<file path="config.mk">
export PLATFORM = sky130hd
export DESIGN_NAME = fog_readout_streamer
export DESIGN_NICKNAME = d
export VERILOG_FILES = /design/src/rtl/fog_rdout_pkg.sv /design/src/rtl/fog_rdout_fifo.sv /design/src/rtl/fog_readout_streamer.sv
export SDC_FILE = /design/constraint.sdc
export NUM_CORES = 1
export LEC_CHECK = 0
export BUFFER_PORTS_ARGS = -buffer_cell sky130_fd_sc_hd__clkbuf_2
export CAP_MARGIN = 30
export CELL_PAD_IN_SITES_DETAIL_PLACEMENT = 1
export CELL_PAD_IN_SITES_GLOBAL_PLACEMENT = 1
export CORE_ASPECT_RATIO = 1.1
export CORE_MARGIN = 4
export CORE_UTILIZATION = 45
export CTS_BUF_LIST = sky130_fd_sc_hd__clkbuf_2
export CTS_CLUSTER_SIZE = 20
export DETAILED_ROUTE_END_ITERATION = 12
export GPL_TIMING_DRIVEN = 0
export PLACE_DENSITY_LB_ADDON = 0.08
export SYNTH_ARGS = -nofsm -noshare
export SYNTH_HDL_FRONTEND = slang
export SYNTH_SLANG_ARGS = --single-unit
</file>
<file path="constraint.sdc">
create_clock -name i_clk -period 25.9 [get_ports i_clk]
set_clock_uncertainty 0.2 [all_clocks]
set_input_delay 2.59 -clock i_clk [delete_from_list [all_inputs] [get_ports i_clk]]
set_output_delay 2.59 -clock i_clk [all_outputs]
set_load 0.02 [all_outputs]
</file>
<file path="src/rtl/fog_rdout_pkg.sv">
// Shared types for the FOG readout streamer: frame layout, FSM states, header fields.
// FOG_RDOUT_CHKSUM_EN adds a checksum word (W_CHK) to every frame.
package fog_rdout_pkg;

    typedef struct packed {
        logic [15:0] seq;
        logic        ovf;
        logic [31:0] err;
        logic [31:0] step;
        logic [31:0] ramp;
    } frame_t;

`ifdef FOG_RDOUT_CHKSUM_EN
    typedef enum logic [2:0] {
        IDLE, HDR, W_ERR, W_STEP, W_RAMP, W_CHK
    } rdout_state_e;
    localparam int FRAME_WORDS = 5;
`else
    typedef enum logic [2:0] {
        IDLE, HDR, W_ERR, W_STEP, W_RAMP
    } rdout_state_e;
    localparam int FRAME_WORDS = 4;
`endif

    localparam int HDR_SYNC_LSB = 24;
    localparam int HDR_OVF_BIT  = 23;
    localparam int HDR_SEQ_LSB  = 0;

    // Header word: {sync, ovf, 7'b0, seq}
    function automatic logic [31:0] make_hdr(input logic [7:0] sync,
                                             input frame_t     f);
        logic [31:0] h;
        h = '0;
        h[HDR_SYNC_LSB +: 8] = sync;
        h[HDR_OVF_BIT]       = f.ovf;
        h[HDR_SEQ_LSB +: 16] = f.seq;
        return h;
    endfunction

endpackage

</file>
<file path="src/rtl/fog_rdout_fifo.sv">
// Synchronous frame FIFO; exposes head and the entry behind it so the
// streamer can start the next frame on the same edge the head is popped.
module fog_rdout_fifo
    import fog_rdout_pkg::*;
#(
    parameter int DEPTH = 8
) (
    input  logic                   i_clk,
    input  logic                   i_rst,
    input  logic                   i_wr_en,
    input  frame_t                 i_wr_data,
    input  logic                   i_rd_en,
    output frame_t                 o_head,
    output frame_t                 o_next,
    output logic                   o_full,
    output logic                   o_empty,
    output logic [$clog2(DEPTH):0] o_count
);

    localparam int AW = $clog2(DEPTH);

    frame_t          mem_q [DEPTH];
    logic [AW-1:0]   wr_ptr_q, wr_ptr_d;
    logic [AW-1:0]   rd_ptr_q, rd_ptr_d;
    logic [AW-1:0]   rd_nxt;
    logic [AW:0]     count_q, count_d;

    // Pointer and occupancy update for push/pop
    always_comb begin
        wr_ptr_d = wr_ptr_q;
        rd_ptr_d = rd_ptr_q;
        count_d  = count_q;
        if (i_wr_en) wr_ptr_d = wr_ptr_q + AW'(1);
        if (i_rd_en) rd_ptr_d = rd_ptr_q + AW'(1);
        unique case ({i_wr_en, i_rd_en})
            2'b10:   count_d = count_q + (AW+1)'(1);
            2'b01:   count_d = count_q - (AW+1)'(1);
            default: count_d = count_q;
        endcase
    end

    // Pointer/count registers
    always_ff @(posedge i_clk or posedge i_rst) begin
        if (i_rst) begin
            wr_ptr_q <= '0;
            rd_ptr_q <= '0;
            count_q  <= '0;
        end else begin
            wr_ptr_q <= wr_ptr_d;
            rd_ptr_q <= rd_ptr_d;
            count_q  <= count_d;
        end
    end

    // Frame storage, no reset needed
    always_ff @(posedge i_clk) begin
        if (i_wr_en) mem_q[wr_ptr_q] <= i_wr_data;
    end

    assign rd_nxt  = rd_ptr_q + AW'(1);
    assign o_head  = mem_q[rd_ptr_q];
    assign o_next  = mem_q[rd_nxt];
    assign o_full  = (count_q == (AW+1)'(DEPTH));
    assign o_empty = (count_q == '0);
    assign o_count = count_q;

endmodule

</file>
<file path="src/rtl/fog_readout_streamer.sv">
// Snapshots FOG loop outputs on the step trigger, buffers frames, streams them.
// FOG_RDOUT_CHKSUM_EN appends header^err^step^ramp as a fifth word.
module fog_readout_streamer
    import fog_rdout_pkg::*;
#(
    parameter int         FIFO_DEPTH = 8,
    parameter logic [7:0] SYNC_BYTE  = 8'hA5
) (
    input  logic                        i_clk,
    input  logic                        i_rst,
    input  logic                        i_en,
    input  logic [15:0]                 i_dec,
    input  logic                        i_trig,
    input  logic [31:0]                 i_err,
    input  logic [31:0]                 i_step,
    input  logic [31:0]                 i_ramp,
    output logic [31:0]                 o_tdata,
    output logic                        o_tvalid,
    input  logic                        i_tready,
    output logic                        o_tlast,
    output logic [$clog2(FIFO_DEPTH):0] o_level,
    output logic [15:0]                 o_drop_cnt
);

    localparam int LW = $clog2(FIFO_DEPTH) + 1;

`ifdef FOG_RDOUT_CHKSUM_EN
    localparam rdout_state_e LAST_ST = W_CHK;
`else
    localparam rdout_state_e LAST_ST = W_RAMP;
`endif

    logic [15:0]  dec_q, dec_d;
    logic [15:0]  seq_q, seq_d;
    logic         ovf_q, ovf_d;
    logic [15:0]  drop_q, drop_d;
    rdout_state_e state_q, state_d;
    logic [31:0]  tdata_q, tdata_d;
    logic         tvalid_q, tvalid_d;
    logic         tlast_q, tlast_d;

    frame_t       wr_frame, head, nxt;
    logic         fifo_full, fifo_empty;
    logic [LW-1:0] fifo_count;
    logic         cap, hs, pop, accept, drop;

    assign cap    = i_en && i_trig && (dec_q == '0);
    assign hs     = tvalid_q && i_tready;
    assign pop    = hs && (state_q == LAST_ST);
    assign accept = cap && (!fifo_full || pop);
    assign drop   = cap && !accept;

    // Decimation counter: capture on zero, reload with i_dec
    always_comb begin
        dec_d = dec_q;
        if (!i_en)
            dec_d = '0;
        else if (i_trig)
            dec_d = (dec_q == '0) ? i_dec : dec_q - 16'd1;
    end

    // Sequence, sticky overflow and saturating drop count
    always_comb begin
        seq_d  = seq_q;
        ovf_d  = ovf_q;
        drop_d = drop_q;
        if (accept) begin
            seq_d = seq_q + 16'd1;
            ovf_d = 1'b0;
        end
        if (drop) begin
            ovf_d = 1'b1;
            if (drop_q != 16'hFFFF) drop_d = drop_q + 16'd1;
        end
    end

    // Frame snapshot written on the edge that ends the trigger cycle
    always_comb begin
        wr_frame      = '0;
        wr_frame.seq  = seq_q;
        wr_frame.ovf  = ovf_q;
        wr_frame.err  = i_err;
        wr_frame.step = i_step;
        wr_frame.ramp = i_ramp;
    end

    fog_rdout_fifo #(
        .DEPTH (FIFO_DEPTH)
    ) u_fifo (
        .i_clk     (i_clk),
        .i_rst     (i_rst),
        .i_wr_en   (accept),
        .i_wr_data (wr_frame),
        .i_rd_en   (pop),
        .o_head    (head),
        .o_next    (nxt),
        .o_full    (fifo_full),
        .o_empty   (fifo_empty),
        .o_count   (fifo_count)
    );

    // Stream FSM: next registered word chosen from the FIFO head
    always_comb begin
        state_d  = state_q;
        tdata_d  = tdata_q;
        tvalid_d = tvalid_q;
        tlast_d  = tlast_q;
        unique case (state_q)
            IDLE: if (!fifo_empty) begin
                state_d  = HDR;
                tdata_d  = make_hdr(SYNC_BYTE, head);
                tvalid_d = 1'b1;
                tlast_d  = 1'b0;
            end
            HDR: if (hs) begin
                state_d = W_ERR;
                tdata_d = head.err;
            end
            W_ERR: if (hs) begin
                state_d = W_STEP;
                tdata_d = head.step;
            end
            W_STEP: if (hs) begin
                state_d = W_RAMP;
                tdata_d = head.ramp;
                tlast_d = (LAST_ST == W_RAMP);
            end
`ifdef FOG_RDOUT_CHKSUM_EN
            W_RAMP: if (hs) begin
                state_d = W_CHK;
                tdata_d = make_hdr(SYNC_BYTE, head)
                          ^ head.err ^ head.step ^ head.ramp;
                tlast_d = 1'b1;
            end
            W_CHK: state_d = W_CHK;
`else
            W_RAMP: state_d = W_RAMP;
`endif
            default: begin
                state_d  = IDLE;
                tvalid_d = 1'b0;
            end
        endcase
        // Frame end: chain straight into the next buffered frame
        if (pop) begin
            if (fifo_count > LW'(1)) begin
                state_d  = HDR;
                tdata_d  = make_hdr(SYNC_BYTE, nxt);
                tvalid_d = 1'b1;
            end else begin
                state_d  = IDLE;
                tdata_d  = '0;
                tvalid_d = 1'b0;
            end
            tlast_d = 1'b0;
        end
    end

    // State registers
    always_ff @(posedge i_clk or posedge i_rst) begin
        if (i_rst) begin
            dec_q    <= '0;
            seq_q    <= '0;
            ovf_q    <= 1'b0;
            drop_q   <= '0;
            state_q  <= IDLE;
            tdata_q  <= '0;
            tvalid_q <= 1'b0;
            tlast_q  <= 1'b0;
        end else begin
            dec_q    <= dec_d;
            seq_q    <= seq_d;
            ovf_q    <= ovf_d;
            drop_q   <= drop_d;
            state_q  <= state_d;
            tdata_q  <= tdata_d;
            tvalid_q <= tvalid_d;
            tlast_q  <= tlast_d;
        end
    end

    assign o_tdata    = tdata_q;
    assign o_tvalid   = tvalid_q;
    assign o_tlast    = tlast_q;
    assign o_level    = fifo_count;
    assign o_drop_cnt = drop_q;

endmodule

</file>
# --- After elaboration in Yosys (flattened, before gate mapping) ---
# Memories as Yosys holds them, arrays and structs flattened.
# Index checks and enable logic that the tools add are counted.
word_totals:
  ramBits: 904
  output_inout_bits: 54
  register_bits: 96
  mem_count: 1
mem_list:
  columns: ["name", "words", "word_bits", "rd", "rd_clocked_by_memory_dff", "write_ports", "line_no", "rtl"]
  rows:
  - ["u_fifo.mem_q", 8, 113, 2, 0, 1, "fog_rdout_fifo.sv:22", "frame_t mem_q [DEPTH];"]
op_classes:
  n_lt_le_gt_ge: 1
  n_reduce_logical: 22
  add_sub_neg: 7
  n_eq_ne: 14
  muxes: 30
ops:
  columns: ["operator", "count"]
  rows:
  - ["$mux 32", 6]
  - ["$pmux 32 s4", 1]
  - ["$mux 16", 3]
  - ["$add 16x1->16 const B", 2]
  - ["$logic_not 16->1", 1]
  - ["$ne 16x16->1 const B", 1]
  - ["$sub 16x1->16 const B", 1]
  - ["$mux 3", 5]
  - ["$pmux 3 s5", 1]
  - ["$ne 3x3->1 const B", 4]
  - ["$mux 1", 11]
  - ["$pmux 4 s2", 1]
  - ["$add 3x1->3 const B", 2]
  - ["$eq 3x2->1 const B", 2]
  - ["$logic_and 1x1->1", 6]
  - ["$reduce_and 5->1", 1]
  - ["$reduce_bool 5->1", 1]
  - ["$add 4x1->4 const B", 1]
  - ["$eq 4x4->1 const B", 1]
  - ["$gt 4x1->1 const B", 1]
  - ["$logic_not 4->1", 1]
  - ["$ne 2x1->1 const B", 2]
  - ["$pmux 1 s2", 2]
  - ["$reduce_and 2->1", 2]
  - ["13 further kinds", 15]

# --- Logic depth before layout (Yosys ltp) ---
# Gate-level depths: netlist of run 1.
depth:
  depth_word: 7
  mapped_depth: 11
  mapped_depth_nobuf: 11

# --- Cells and area by module ---
# A second synthesis of run 1 with hierarchy kept.
hier_totals:
  cells_unflattened: 2329
  area_unflattened_um2: 46429.5
by_module_without_submodules:
  columns: ["module", "cells_per_inst", "area_per_inst_um2", "n_inst", "seq_area_each_um2"]
  rows:
  - ["fog_rdout_fifo", 1770, 41288.3, 1, 27396.3]
  - ["fog_readout_streamer", 559, 5141.2, 1, 2152.1]

# --- Worst setup path after synthesis of run 1 ---
# No wires, ideal clock.
synth_path:
  kind: "input to register"
  startpoint: "input port i_trig"
  endpoint: "memory u_fifo.mem_q[0][0] in the netlist's numbering (enable)"
  path_stages: 5
  setup_time_ps: 723
  path_buffers: 1
  arrival_time_ps: 11325
  required_time_ps: 24977
  slack_ps: 13652
  path_cell_list: "clkbuf_1 nand2_1 or2_2 or3_1 nor3_1"
synth_via:
  elab_chain_cells: 5
synth_lines:
  columns: ["element", "line_no", "rtl"]
  rows:
  - ["from (decl)", "fog_readout_streamer.sv:13", "input logic i_trig,"]
  - ["$logic_and 1x1->1 (2 in series)", "fog_readout_streamer.sv:47", "assign cap = i_en && i_trig && (dec_q == '0);"]
  - ["$logic_and 1x1->1", "fog_readout_streamer.sv:50", "assign accept = cap && (!fifo_full || pop);"]
  - ["$mux 1", "fog_rdout_fifo.sv:57", "if (i_wr_en) mem_q[wr_ptr_q] <= i_wr_data;"]
  - ["$mux 1 (not written as such)", "fog_rdout_fifo.sv:57", null]
  - ["to (decl)", "fog_rdout_fifo.sv:22", null]
# No other way between the ends.

# --- Worst setup path after layout of run 1 ---
layout_path:
  startpoint: "input port i_tready"
  endpoint: "memory u_fifo.mem_q[1][13] in the netlist's numbering (enable)"
layout_via:
  elab_chain_cells: 6
layout_lines:
  columns: ["element", "line_no", "rtl"]
  rows:
  - ["from (decl)", "fog_readout_streamer.sv:19", "input logic i_tready,"]
  - ["$logic_and 1x1->1", "fog_readout_streamer.sv:48", "assign hs = tvalid_q && i_tready;"]
  - ["$logic_and 1x1->1", "fog_readout_streamer.sv:49", "assign pop = hs && (state_q == LAST_ST);"]
  - ["$logic_or 1x1->1", "fog_readout_streamer.sv:50", null]
  - ["$logic_and 1x1->1", "fog_readout_streamer.sv:50", null]
  - ["$mux 1", "fog_rdout_fifo.sv:57", null]
  - ["$mux 1 (not written as such)", "fog_rdout_fifo.sv:57", null]
# No other way between the ends.

==> results of run 1 <==
final timing paths:
check,from,end,slack (ps),cells after the start
worst min register to register,o_tdata[22],o_tdata[22],270,2
worst max-delay path,i_tready,u_fifo.mem_q[1][13],20690,12
max in group asynchronous,i_rst,seq_q[5],23590,3
min in group asynchronous,i_rst,o_drop_cnt[4],1110,2
worst min-delay path,o_tdata[22],o_tdata[22],270,2
worst max register to register,dec_q[6],u_fifo.mem_q[1][13],21230,11
flip-flops by register name, summed over array words and instances, names as in the netlist:
register and count:
u_fifo.o_count 4, state_q 3, u_fifo.wr_ptr_q 3, o_tlast 1, u_fifo.mem_q 904, seq_q 16, o_tdata 32, dec_q 16
o_tvalid 1, ovf_q 1, o_drop_cnt 16, u_fifo.rd_ptr_q 3
per-stage QoR:
step,total power [mW],util (%)
final,4.101,52.24
after global routing,4.330,52.22
after CTS,4.154,52.18
after detailed placement,3.089,49.64
after global placement,3.047,48.05
after floorplan,2.626,-
where the power goes:
group	switching, mW	total (mW)	internal, mW
sequential	0.0571	1.88	1.82
combinational	0.719	1.17	0.452
clock	0.630	1.06	0.426
layout make-up:
cell class | count | area, sq um | area share, %
Sequential cell | 1000 | 29550 | 64.28
Buffer | 109 | 469.2 | 1.021
Antenna cell | 9 | 22.52 | 0.04899
Clock buffer | 413 | 2067 | 4.496
Inverter | 28 | 107.6 | 0.2341
Multi-Input combinational cell | 913 | 9930 | 21.60
Clock inverter | 35 | 163.9 | 0.3565
Tap cell | 1160 | 1451 | 3.157
Timing Repair Buffer | 254 | 2212 | 4.812
cell usage in the layout, fill, tap and decap left out, types with 14 or more instances in the layout:
master,synthesis,final
dfrtp_1,96,96
mux4_2,245,245
buf_12,0,30
xnor2_1,27,27
nor2_1,72,65
a21oi_1,51,51
buf_2,42,42
edfxtp_1,904,904
o22ai_1,14,14
nand3_1,28,28
clkbuf_1,45,45
o21ai_0,52,52
nand2_1,116,116
a22oi_1,36,36
buf_8,0,19
buf_6,0,24
clkinv_1,0,24
buf_1,20,20
nand4_1,18,18
clkbuf_2,0,582
mux2i_1,83,83
inv_1,28,27
cells by family after synthesis:
kind of cell               count (synthesis)
and+or+nand+nor                          303
adders and majority gates                 10
AOI/OAI and AO/OA                        231
DFF                                     1000
muxes                                    330
xor gates and xnor gates                  39
buffers and inverters                    137
critical path, stage by stage:
cell,delay (ps)
clkbuf_2,150
nor4bb_4,300
a211oi_1,260
or2_2,370
nor2_1,230
nand2_1,280
nor3_2,800
buf_6,260
buf_4,230
buf_8,180
buf_6,180
buf_6,170
metal layers:
metal,global-route usage [%],vias up
met4,8.854,10
met2,40.07,780
met5,0,-
li1,-,9642
met3,6.239,191
met1,31.54,11860
==> flow_metrics.py, run 1 <==
metrics = {
    "synth": {
        "syn_nets": 2177,
        "netlist_instances": 2050,
        "synthSimpleGateAreaFrac_pct": 3.723,
        "yosysUniqueCellTypes": 61,
        "synthFlopType": "edfxtp_1",
        "synth_top_family_by_area": "multiplexers",
        "yosys_register_bits": 1000,
        "synth_warnings": 0,
        "synth-async-reset-ratio_pct": 9.600,
        "netlist.area_leader.share_pct": 67.88,
        "yosysTopAreaCell": "edfxtp_1",
        "synth_fa_ha_area_share_pct": 0.3129,
        "synth_common_cells": "904 x edfxtp_1, 245 x mux4_2, 116 x nand2_1",
        "synth_compound_area_share_pct": 3.852,
        "synthMuxAreaShare_pct": 15.93,
        "synth_xor_area_share_pct": 0.8542,
        "yosysMostFrequentCell": "edfxtp_1",
        "synth-edff-count": 904,
        "ys_seq_area_share_pct": 73.89,
        "synth_area_per_cell_sq_um": 19.51,
        "netlist_area_sq_um": 39990,
        "synthTopCellsByArea": "edfxtp_1 68%, mux4_2 14%, dfrtp_1 6.0%",
    },
    "flow_run": {
        "cap_viol_max_count": 0,
    },
    "finish": {
        "fill_cells": 8277,
        "layoutNonFillerInstCount": 3921,
        "syn2layout_area_growth_pct": 14.96,
        "final_cell_area_sq_um": 45970,
        "fin_nets": 2707,
        "drive_gt1_share_pct": 36.08,
    },
    "placed_design": {
        "hpwl_mm": 78.09,
        "placed_area_sq_um": 43690,
        "place_ws_ps": 19250,
        "port_buffers": 169,
        "routabilityCongestion": 0.7879,
        "dp_cells": 3462,
    },
    "sta": {
        "rsz0062_at_grt": "no",
        "period_share_pct": 20.11,
        "timing.final.max_slew_violations": 0,
        "clock.fmax_mhz": 192.0,
        "worst_slack_ps": 20690,
        "setup_viol": 0,
        "worst_slew_pin_slew_ps": 1020,
        "final-hold-violation-count": 0,
        "fin_crit_ps": 5208,
        "maxSlewHeadroom_pct": 31.97,
        "hold_slack_ps": 274.2,
        "setup-tns-final_ps": 0,
    },
    "drt": {
        "vias": 22480,
        "drt_pass1_iterations": 5,
        "wl_mm": 112.7,
        "drt_iter0_drc": 1943,
        "drc_errors": 0,
        "ant_nets": 0,
        "dr_wl_met2_mm": 56.27,
        "drt-met1-wl_mm": 45.45,
        "wire_per_inst_microns": 28.74,
        "viasPerCell": 5.734,
        "dr_wl_met3_mm": 7.565,
        "top_layer": "met5",
    },
    "min_path": {
        "hp-class": "flip-flop to flip-flop",
    },
    "setup_path": {
        "cp_data_arrival_time_ps": 6040,
        "path_class": "input pin to flip-flop",
        "required_ps": 26730,
        "crit_path_start_kind": "input pin",
        "worst-path-max-fanout": 9,
        "cp-end-kind": "flip-flop",
    },
    "die": {
        "fp.dieH_microns": 320.7,
        "core_sq_um": 88010,
        "die_w_microns": 292.2,
        "start_util_pct": 45.44,
        "die_area_sq_um": 93710,
        "rows": 114,
        "ioPinCount": 171,
    },
    "global_route": {
        "first_global_vias": 24710,
        "grt_usage_pct": 24.32,
        "grt_pass1_wl_mm": 165.8,
        "gr-total-overflow": 0,
        "grt_max_degree": 53,
        "antenna_found_initial": 13,
    },
    "status": {
        "status": "completed",
    },
    "cts": {
        "clk_pin_slew_ps": 100,
        "clockBufferDepth": 4,
        "cts_max_level": 5,
        "clock_sinks": 1000,
        "hold_buffers": 0,
        "clock_latency_ps": 1450,
        "cts_tree": "done",
        "cts-root-buf": "clkbuf_2",
        "cts-resized-gates": 0,
        "cts_made_buffers": 274,
        "cts_setup_buffers": 0,
    },
    "power": {
        "vdd_ir_drop_max_uv": 42.17,
        "power.density_nw_per_um2": 89.21,
        "p_leak_nw": 15.74,
    },
}
No activity file was read; power rests on OpenSTA's default activity.
==> inputs of run 2 (changes only) <==
Clock period 25.9 ns to 5.4 ns, I/O delays scaled along.
==> flow_metrics.py, run 2 (synthesis results as in run 1) <==
metrics = {
    "die": {
        "core_sq_um": 88010,
        "rows": 114,
        "ioPinCount": 171,
        "start_util_pct": 45.44,
        "die_area_sq_um": 93710,
        "fp.dieH_microns": 320.7,
        "die_w_microns": 292.2,
    },
    "setup_path": {
        "crit_path_start_kind": "flip-flop",
        "max_stage_delay_ps": 770,
        "cp_data_arrival_time_ps": 5510,
        "worst-path-max-fanout": 15,
        "required_ps": 6270,
        "path_class": "flip-flop to flip-flop",
        "worstPathCellList": "nor4_1 > nor2b_1 > nand4_1 > nor2_1 > nand2_1 > nor3_4 > buf_16 > buf_16 > buf_16 > buf_16",
        "cp-end-kind": "flip-flop",
        "path_common_cell": "buf_16",
        "cpMaxStageDelayCell": "nor3_4",
    },
    "finish": {
        "regArea_sq_um": 29550,
        "drive_gt1_share_pct": 32.17,
        "regMostFlops": "u_fifo.mem_q",
        "mostFrequentLayoutCell": "edfxtp_1",
        "syn2layout_area_growth_pct": 21.71,
        "layoutNonFillerInstCount": 4169,
        "fin_nets": 2951,
        "multi_input_area_sq_um": 9937,
        "fill_cells": 8173,
        "final_cell_mix": "904 x edfxtp_1, 568 x clkbuf_2, 254 x dlygate4sd3_1",
        "largest_register_ffs": 904,
    },
    "placed_design": {
        "hpwl_mm": 77.24,
        "dp_cells": 3449,
        "port_buffers": 169,
        "routabilityCongestion": 0.7725,
    },
    "power": {
        "p_leak_nw": 16.80,
        "power.density_nw_per_um2": 412.3,
        "vdd_ir_drop_max_uv": 179.6,
        "total_power_mw": 20.07,
    },
    "drt": {
        "vias": 23650,
        "drt_pass1_iterations": 5,
        "wire_per_inst_microns": 27.85,
        "drt_iter0_drc": 2005,
        "viasPerCell": 5.672,
        "drc_errors": 0,
        "wl_mm": 116.1,
        "ant_nets": 0,
    },
    "sta": {
        "hold_slack_ps": 244.5,
        "fin_crit_ps": 4639,
        "period_share_pct": 85.90,
        "final-hold-violation-count": 0,
        "setup_viol": 0,
        "rsz0062_at_grt": "no",
        "clock.fmax_mhz": 215.6,
        "worst_slew_pin_slew_ps": 1061,
        "setup-tns-final_ps": 0,
        "maxSlewHeadroom_pct": 29.27,
        "timing.final.max_slew_violations": 0,
    },
    "cts": {
        "cts-root-buf": "clkbuf_2",
        "hold_buffers": 254,
        "cts_max_level": 5,
        "clock_latency_ps": 1430,
        "cts_tree": "done",
        "cts_setup_buffers": 0,
        "clockBufferDepth": 4,
        "clk_pin_slew_ps": 110,
        "clock_sinks": 1000,
        "cts-resized-gates": 0,
        "cts_made_buffers": 276,
    },
    "global_route": {
        "busiest_layer": "met2",
        "grt_util_met1_pct": 32.37,
        "grt_pass1_wl_mm": 171.7,
        "antenna_found_initial": 7,
        "grt_max_degree": 54,
        "grt_usage_pct": 25.02,
        "grt_util_met3_pct": 5.540,
        "gr-total-overflow": 0,
        "grt.met2_usage_pct": 42.26,
        "first_global_vias": 26160,
    },
    "flow_run": {
        "cap_viol_max_count": 0,
    },
    "min_path": {
        "hp-class": "input pin to flip-flop",
    },
    "status": {
        "status": "completed",
    },
}
run 2: changes by cell type in the layout (fill, tap and decap cells not counted), moves of 3 or more:
| cell | before | now |
|---|---|---|
| dlygate4sd3_1 | 0 | 254 |
| buf_6 | 24 | 1 |
| clkinv_1 | 24 | 47 |
| buf_16 | 6 | 22 |
| clkbuf_2 | 582 | 568 |
| inv_2 | 8 | 2 |
| clkinv_2 | 1 | 6 |
| buf_12 | 30 | 27 |
| diode_2 | 9 | 6 |
run 2: worst paths after layout:
path                                    start                   to  slack [ps]  cells past startpoint
worst min register to register  o_drop_cnt[4]        o_drop_cnt[4]         310                      1
max in group asynchronous               i_rst       o_drop_cnt[14]        3080                      7
worst max-delay path                 dec_q[6]  u_fifo.mem_q[1][74]         760                     10
worst min-delay path                 i_tready   u_fifo.rd_ptr_q[0]         240                      5
worst max register to register       dec_q[6]  u_fifo.mem_q[1][74]         760                     10
min in group asynchronous               i_rst             dec_q[4]         630                      5
run 2: metrics by stage:
step	utilization, %	setup slack (ps)	instance area [sq um]
floorplan	-	-1887	40000
global placement	48.06	-8192	42300
detailed placement	49.73	918.3	43760
CTS	55.23	920.5	48610
global route	55.29	639.4	48660
finish	55.31	761.5	48670
run 2: per-layer routing:
layer / part of all wire, % / up-vias / wire, microns
met2: 51 / 775 / 59290
li1: - / 10140 / -
met5: 0.011 / - / 13
met3: 5.8 / 206 / 6784
met4: 2.7 / 2 / 3121
met1: 40 / 12530 / 46880
run 2: layout make-up:
class | instances | area share [%]
Sequential cell | 1000 | 60.71
Antenna cell | 6 | 0.03085
Inverter | 28 | 0.2211
Clock buffer | 399 | 4.103
Clock inverter | 58 | 0.6247
Multi-Input combinational cell | 913 | 20.42
Tap cell | 1160 | 2.982
Timing Repair Buffer | 496 | 9.951
Buffer | 109 | 0.9640
run 2: critical path: cells and delay by family, from the launching register on:
family                 cells  cell delay (ps)
buffers and inverters      4              760
and+or+nand+nor            6             2870
DFF                        1              470
run 2: where the power goes:
group	internal, mW	switching [mW]
clock network	2.09	3.07
logic	2.38	3.50
registers	8.72	0.297
total	13.2	6.87
